**src/rtl/div_post_stage_pkg.sv**
```systemverilog
// Tag layout shared by the divider's operand stage and output stage.
package div_post_stage_pkg;

   localparam int TAG_VALID   = 0;
   localparam int TAG_SIGNED  = 1;
   localparam int TAG_NEG_DVD = 2;
   localparam int TAG_NEG_DVS = 3;
   localparam int TAG_DBZ     = 4;
   localparam int TAG_W       = 5;

endpackage

```
**src/rtl/div_tag_pipe.sv**
```systemverilog
// Fixed-depth tag delay line that runs in lockstep with the divider slice chain.
module div_tag_pipe
   import div_post_stage_pkg::*;
#(
   parameter int LAT = 8
)
(
   input  logic             clk,
   input  logic             rst,
   input  logic             flush,
   input  logic [TAG_W-1:0] issue_tag,
   output logic [TAG_W-1:0] exit_tag
);

   logic [TAG_W-1:0] line [LAT];

   // A flush kills only the valid bits; the payload bits of an invalid entry are ignored.
   always_ff @(posedge clk or posedge rst) begin
      if (rst) begin
         for (int i = 0; i < LAT; i++) begin
            line[i] <= '0;
         end
      end else begin
         line[0] <= issue_tag;
         for (int i = 1; i < LAT; i++) begin
            line[i] <= line[i-1];
         end
         if (flush) begin
            for (int i = 0; i < LAT; i++) begin
               line[i][TAG_VALID] <= 1'b0;
            end
         end
      end
   end

   assign exit_tag = line[LAT-1];

endmodule

```
**src/rtl/div_post_stage.sv**
```systemverilog
// Output stage of the pipelined restoring divider: re-joins each op's tag with the
// unsigned slice-chain result and registers the sign-corrected quotient/remainder.
module div_post_stage
   import div_post_stage_pkg::*;
#(
   parameter int N   = 8,
   parameter int LAT = N
)
(
   input  logic                       clk,
   input  logic                       rst,
   input  logic                       flush_i,
   input  logic                       tag_valid_i,
   input  logic                       tag_signed_i,
   input  logic                       tag_neg_dvd_i,
   input  logic                       tag_neg_dvs_i,
   input  logic                       tag_dbz_i,
   input  logic [N-1:0]               quotient_i,
   input  logic [N-1:0]               remainder_i,
   output logic                       valid_o,
   output logic [N-1:0]               quotient_o,
   output logic [N-1:0]               remainder_o,
   output logic                       dbz_o,
   output logic [$clog2(LAT+1)-1:0]   inflight_o
);

   localparam int CW = $clog2(LAT+1);

   logic [TAG_W-1:0] issue_tag;
   logic [TAG_W-1:0] exit_tag;
   logic             exit_valid;
   logic             q_neg;
   logic             r_neg;
   logic [N-1:0]     q_fix;
   logic [N-1:0]     r_fix;

   always_comb begin
      issue_tag              = '0;
      issue_tag[TAG_VALID]   = tag_valid_i;
      issue_tag[TAG_SIGNED]  = tag_signed_i;
      issue_tag[TAG_NEG_DVD] = tag_neg_dvd_i;
      issue_tag[TAG_NEG_DVS] = tag_neg_dvs_i;
      issue_tag[TAG_DBZ]     = tag_dbz_i;
   end

   div_tag_pipe #(.LAT(LAT)) u_tag_pipe (
      .clk       (clk),
      .rst       (rst),
      .flush     (flush_i),
      .issue_tag (issue_tag),
      .exit_tag  (exit_tag)
   );

   assign exit_valid = exit_tag[TAG_VALID];

   // Divide-by-zero forces an all-ones quotient, but the remainder still takes the
   // dividend's sign so the original dividend comes back out.
   always_comb begin
      q_neg = exit_tag[TAG_SIGNED] & (exit_tag[TAG_NEG_DVD] ^ exit_tag[TAG_NEG_DVS]);
      r_neg = exit_tag[TAG_SIGNED] & exit_tag[TAG_NEG_DVD];
      q_fix = q_neg ? -quotient_i : quotient_i;
      if (exit_tag[TAG_DBZ]) begin
         q_fix = '1;
      end
      r_fix = r_neg ? -remainder_i : remainder_i;
   end

   always_ff @(posedge clk or posedge rst) begin
      if (rst) begin
         valid_o     <= 1'b0;
         quotient_o  <= '0;
         remainder_o <= '0;
         dbz_o       <= 1'b0;
         inflight_o  <= '0;
      end else begin
         valid_o     <= exit_valid & ~flush_i;
         dbz_o       <= exit_valid & exit_tag[TAG_DBZ] & ~flush_i;
         quotient_o  <= q_fix;
         remainder_o <= r_fix;
         if (flush_i) begin
            inflight_o <= '0;
         end else begin
            inflight_o <= inflight_o + CW'(tag_valid_i) - CW'(exit_valid);
         end
      end
   end

endmodule

```
**config.mk**
```make
export PLATFORM = sky130hd
export DESIGN_NAME = div_post_stage
export DESIGN_NICKNAME = d
export VERILOG_FILES = /design/src/rtl/div_post_stage_pkg.sv /design/src/rtl/div_tag_pipe.sv /design/src/rtl/div_post_stage.sv
export SDC_FILE = /design/constraint.sdc
export NUM_CORES = 1
export LEC_CHECK = 0
export BUFFER_PORTS_ARGS = -buffer_cell sky130_fd_sc_hd__buf_4
export CAP_MARGIN = 20
export CORE_ASPECT_RATIO = 0.9
export CORE_MARGIN = 1.5
export CORE_UTILIZATION = 45
export DETAILED_ROUTE_END_ITERATION = 10
export PLACE_DENSITY_LB_ADDON = 0.08
export SETUP_SLACK_MARGIN = 0.5
export SYNTH_ARGS = -nofsm -noshare
export SYNTH_HDL_FRONTEND = slang
export SYNTH_SLANG_ARGS = --single-unit
```
**constraint.sdc**
```tcl
create_clock -name clk -period 2.5 [get_ports clk]
set_input_delay 0.5 -clock clk [delete_from_list [all_inputs] [get_ports clk]]
set_output_delay 0.5 -clock clk [all_outputs]
set_load 0.05 [all_outputs]
```
==> Word-level counts from Yosys, hierarchy flattened <==
Cells that the tools add are included.
{ "totals": {"wordCells": 36, "ff_bits": 62, "in_bits": 24} }
{ "classes": {"bitwise": 7, "addsub": 4, "muxes": 12} }
{ "op_table": {"columns": ["op", "count"], "rows": [
  ["8-bit two-way mux", 3],
  ["8-bit negation", 2],
  ["1-bit two-way mux", 8],
  ["1-bit bitwise AND", 5],
  ["4-bit by 1-bit adder with 4-bit output", 1],
  ["4-bit two-way mux", 1],
  ["4-bit by 1-bit subtractor with 4-bit output", 1],
  ["1-bit NOT", 1],
  ["1-bit XOR", 1]
]} }

==> Logic depth before layout (Yosys ltp) <==
{ "depth": {"word_depth": 4, "ltp_mapped": 7, "depth_no_buf": 7} }

==> Modules after synthesis <==
From an unflattened synthesis, not the netlist that was laid out.
{ "hier_totals": {"cells_unflattened": 159, "area_unflattened_um2": 2207.1} }
{ "by_module_without_submodules": {"columns": ["module", "area_per_inst_um2", "cells_per_inst", "n_inst"], "rows": [
  ["div_post_stage", 1114.8, 105, 1],
  ["div_tag_pipe", 1092.3, 54, 1]
]} }

==> Worst setup path after synthesis <==
Ideal clock, no wire load.
{ "synth_path": {"path_kind": "reg-to-reg", "startpoint": "reg inflight_o[0]", "endpoint": "reg inflight_o[3]", "path_slack_ns": 0.601, "path_stages_with_launch": 8, "setup_time_ns": 0.083, "path_buffers": 0, "arrival_time_ns": 1.817, "period_less_slack_ns": 1.899, "cell_sequence": "dfrtp_1 > inv_1 > ha_1 > inv_1 > ha_1 > a21o_1 > a2111o_1 > o21ai_0"} }
{ "synth_between": {"elab_chain_len": 3} }
{ "synth_lines": {"columns": ["item", "line", "rtl"], "rows": [
  ["start: declaration", "div_post_stage.sv:24", "output logic [$clog2(LAT+1)-1:0] inflight_o"],
  ["start signal: assignment", "div_post_stage.sv:83", "inflight_o <= inflight_o + CW'(tag_valid_i) - CW'(exit_valid);"],
  ["4-bit by 1-bit adder with 4-bit output", "div_post_stage.sv:83", null],
  ["4-bit by 1-bit subtractor with 4-bit output", "div_post_stage.sv:83", null],
  ["4-bit two-way mux", "div_post_stage.sv:80", "if (flush_i) begin"]
]} }
No other way between the ends.

==> Worst setup path after layout <==
Ends and elaborated chain as after synthesis.

==> reports/metrics.csv <==
metric;value;unit
status;complete, no violations;
number of cell rows;23;
antenna viol nets, final;0;
num ports;46;
WP data arrival;1910;ps
CP max FO;2;
Fin. Hold Viols;0;
DR WL/cell;12.1;µm
share of the synthesized area in the top cell type;0.715;
Tightest Pin Transition;767;ps
Synth Cell Area;2170;µm²
via count of the first global-routing pass;1297;
drt first pass iters;4;
synth unique cells;33;
Async S/R FF share, synth;1.00;
H-tree level count;3;
CTS Buffer Depth;2;
post-route clock period utilization;0.661;
Worst setup SP type;register;
Via density;4.72;
register share of total power;0.470;
Seq/Total Area, Yosys;0.715;
Die ar.;5250;µm²
DIE HEIGHT;68.9;µm
fraction of layout cells with a size suffix above 1;0.313;
Slew Limit Fails;0;
Clock Pin Slew Worst Setup and Hold Paths;70;ps
min Tclk post-route;1650;ps
post_cts resized;0;
Setup crit end kind;register;
Post-CTS Setup Bufs;0;
clk_skew;5.06;ps
R2R Setup Slk;850;ps
flops & latches, synth;62;
Post-synth EDFFs;0;
Top FF cell, synth;dfrtp_1;
CTS tree;yes;
post-route setup TNS;0;ps
clock power share;0.376;
crit path launch;inflight_o[0]$_DFF_PP0_;
gpl congestion;0.897;
total CTS buffers;9;
GRT Overall Usage;0.155;
1st-iter DRT viols;13;
Worst-Skew Late Latency;340;ps
unrepaired setup endpoints after global routing;no;
Mapped Cells;154;
internal power;1.70;mW
Starting Density;0.477;
WHS;174;ps
grt total ovfl;0;
hold_buf cts;0;
first-pass GRT wire length;5750;µm
Worst Hold Class;input port to asynchronous set/reset pin;
slew margin rel.;0.485;
NumNets Final;240;
input/output buffers;45;
clock sink total;62;
HPWL Detailed;2360;µm
via count;1303;
dominant cells by area after synthesis;dfrtp_1 (72%), nor2b_1 (4.0%), ha_1 (3.5%), xor2_1 (2.8%), inv_1 (1.9%);
worst-case vdd ir drop;0.557;mV
Setup Viol. Count Final;0;
achievable clock frequency;605;MHz
switching power share of the total;0.268;
worst path required time;2760;ps
DRC violations left;0;
Max Cap Viol;0;
PwrDens;832;nW/µm²
Root Driver;clkbuf_8;
critical setup path kind;register to register;
P_leak;1.32;nW
routed wire length;3340;µm
area grow syn2layout;28.8;%
Horiz. Die Dim;76.2;µm
core region area;4550;µm²
initial antenna violation count;0;
Mapped Nets;185;
largest area contributor in the netlist;dfrtp_1;
Ant. Diodes;0;
Sw Pwr;622;µW
largest net degree at the start of global routing;23;
Avg Inst Size Synth;14.1;µm²
FF-to-FF Start;inflight_o[0]$_DFF_PP0_;
combinational share of power;0.154;
Yosys Warn Count;0;
## power groups by stage
| stage | Clock (mW) | Combinational [mW] | Sequential [mW] |
|---|---|---|---|
| 2_1_floorplan | 0 | 0.112 | 1.23 |
| 3_3_place_gp | 0 | 0.350 | 1.11 |
| 3_5_place_dp | 0 | 0.361 | 1.11 |
| 4_1_cts | 0.912 | 0.361 | 1.09 |
| 5_1_grt | 0.964 | 0.384 | 1.10 |
| 6_report | 0.874 | 0.358 | 1.09 |
## metrics by stage
step                      power (mW)   util  worst slack [ps]  instances  cell area (µm²)
final                           2.32  0.614               846        276             2790
after detailed placement        1.47  0.569               860        260             2580
after global placement          1.46  0.569               919        260             2580
after CTS                       2.37  0.614               838        276             2790
after global routing            2.45  0.614               749        276             2790
after floorplan                 1.35      -               601        154             2170
## cell usage in the layout, fill, tap and decap left out, types with 2 or more instances in the layout
cell type | netlist | routed
o21ai_0 | 2 | 2
nand2_1 | 2 | 2
nor3_1 | 6 | 6
a211oi_1 | 2 | 2
or3_1 | 2 | 2
inv_1 | 11 | 10
mux2i_1 | 3 | 3
nor2_1 | 7 | 7
nor4_1 | 4 | 4
clkinvlp_4 | 0 | 4
ha_1 | 6 | 6
nor2b_1 | 14 | 14
xnor2_1 | 2 | 2
dfrtp_1 | 62 | 62
clkbuf_8 | 0 | 11
xor2_1 | 7 | 7
nand3_1 | 2 | 2
a21oi_1 | 4 | 4
buf_4 | 0 | 47
## logic make-up after synthesis
kind of cell / share of synthesized area
DFF: 0.715
and+or+nand+nor: 0.108
AOI/OAI and AO/OA: 0.0484
buffers and inverters: 0.0294
xor gates and xnor gates: 0.0363
adders and majority gates: 0.0438
muxes: 0.0190
## routing by layer
layer / vias to the layer above / GRT usage / part of all wire
met5: - / 0 / 0
met4: 0 / 0.0903 / 0.018
met3: 5 / 0.0895 / 0.088
met2: 54 / 0.242 / 0.46
met1: 620 / 0.168 / 0.43
li1: 624 / - / -
## final timing paths
| check | to | cells past startpoint |
|---|---|---|
| worst max-delay path | inflight_o[3]$_DFF_PP0_ | 7 |
| worst min-delay path | u_tag_pipe.line[28]$_DFF_PP0_ | 2 |
| worst max register to register | inflight_o[3]$_DFF_PP0_ | 7 |
| worst min register to register | u_tag_pipe.line[18]$_DFF_PP0_ | 0 |
| max in group asynchronous | u_tag_pipe.exit_tag[4]$_DFF_PP0_ | 3 |
| min in group clk | u_tag_pipe.line[39]$_DFF_PP0_ | 1 |
## synthesized netlist by cell type (2+ instances only)
| library cell | instances |
|---|---|
| a211oi_1 | 2 |
| a21oi_1 | 4 |
| clkbuf_1 | 2 |
| dfrtp_1 | 62 |
| ha_1 | 6 |
| inv_1 | 11 |
| mux2i_1 | 3 |
| nand2_1 | 2 |
| nand3_1 | 2 |
| nor2_1 | 7 |
| nor2b_1 | 14 |
| nor3_1 | 6 |
| nor4_1 | 4 |
| o21ai_0 | 2 |
| or3_1 | 2 |
| xnor2_1 | 2 |
| xor2_1 | 7 |
## worst max-delay path, cell delays in order, from the launching register on
cell and delay, ps:
dfrtp_1 340, inv_1 50, ha_1 270, inv_1 40
ha_1 190, a21o_1 200, a2111o_1 410, o21ai_0 70
## cell type report
type	count	area, µm²
clock buffers	11	151
clock inverters	5	57.6
fillers	392	1750
inverters	12	48.8
multi-input cells	77	554
flip-flops and latches	62	1550
well taps	62	77.6
repair buffers	47	353
## sequential cells by signal (all words and copies together) (netlist names)
name and flops:
quotient_o 8, valid_o 1, dbz_o 1, u_tag_pipe.line 35, u_tag_pipe.exit_tag 5, inflight_o 4
remainder_o 8
No activity file was read; power rests on OpenSTA's default activity.
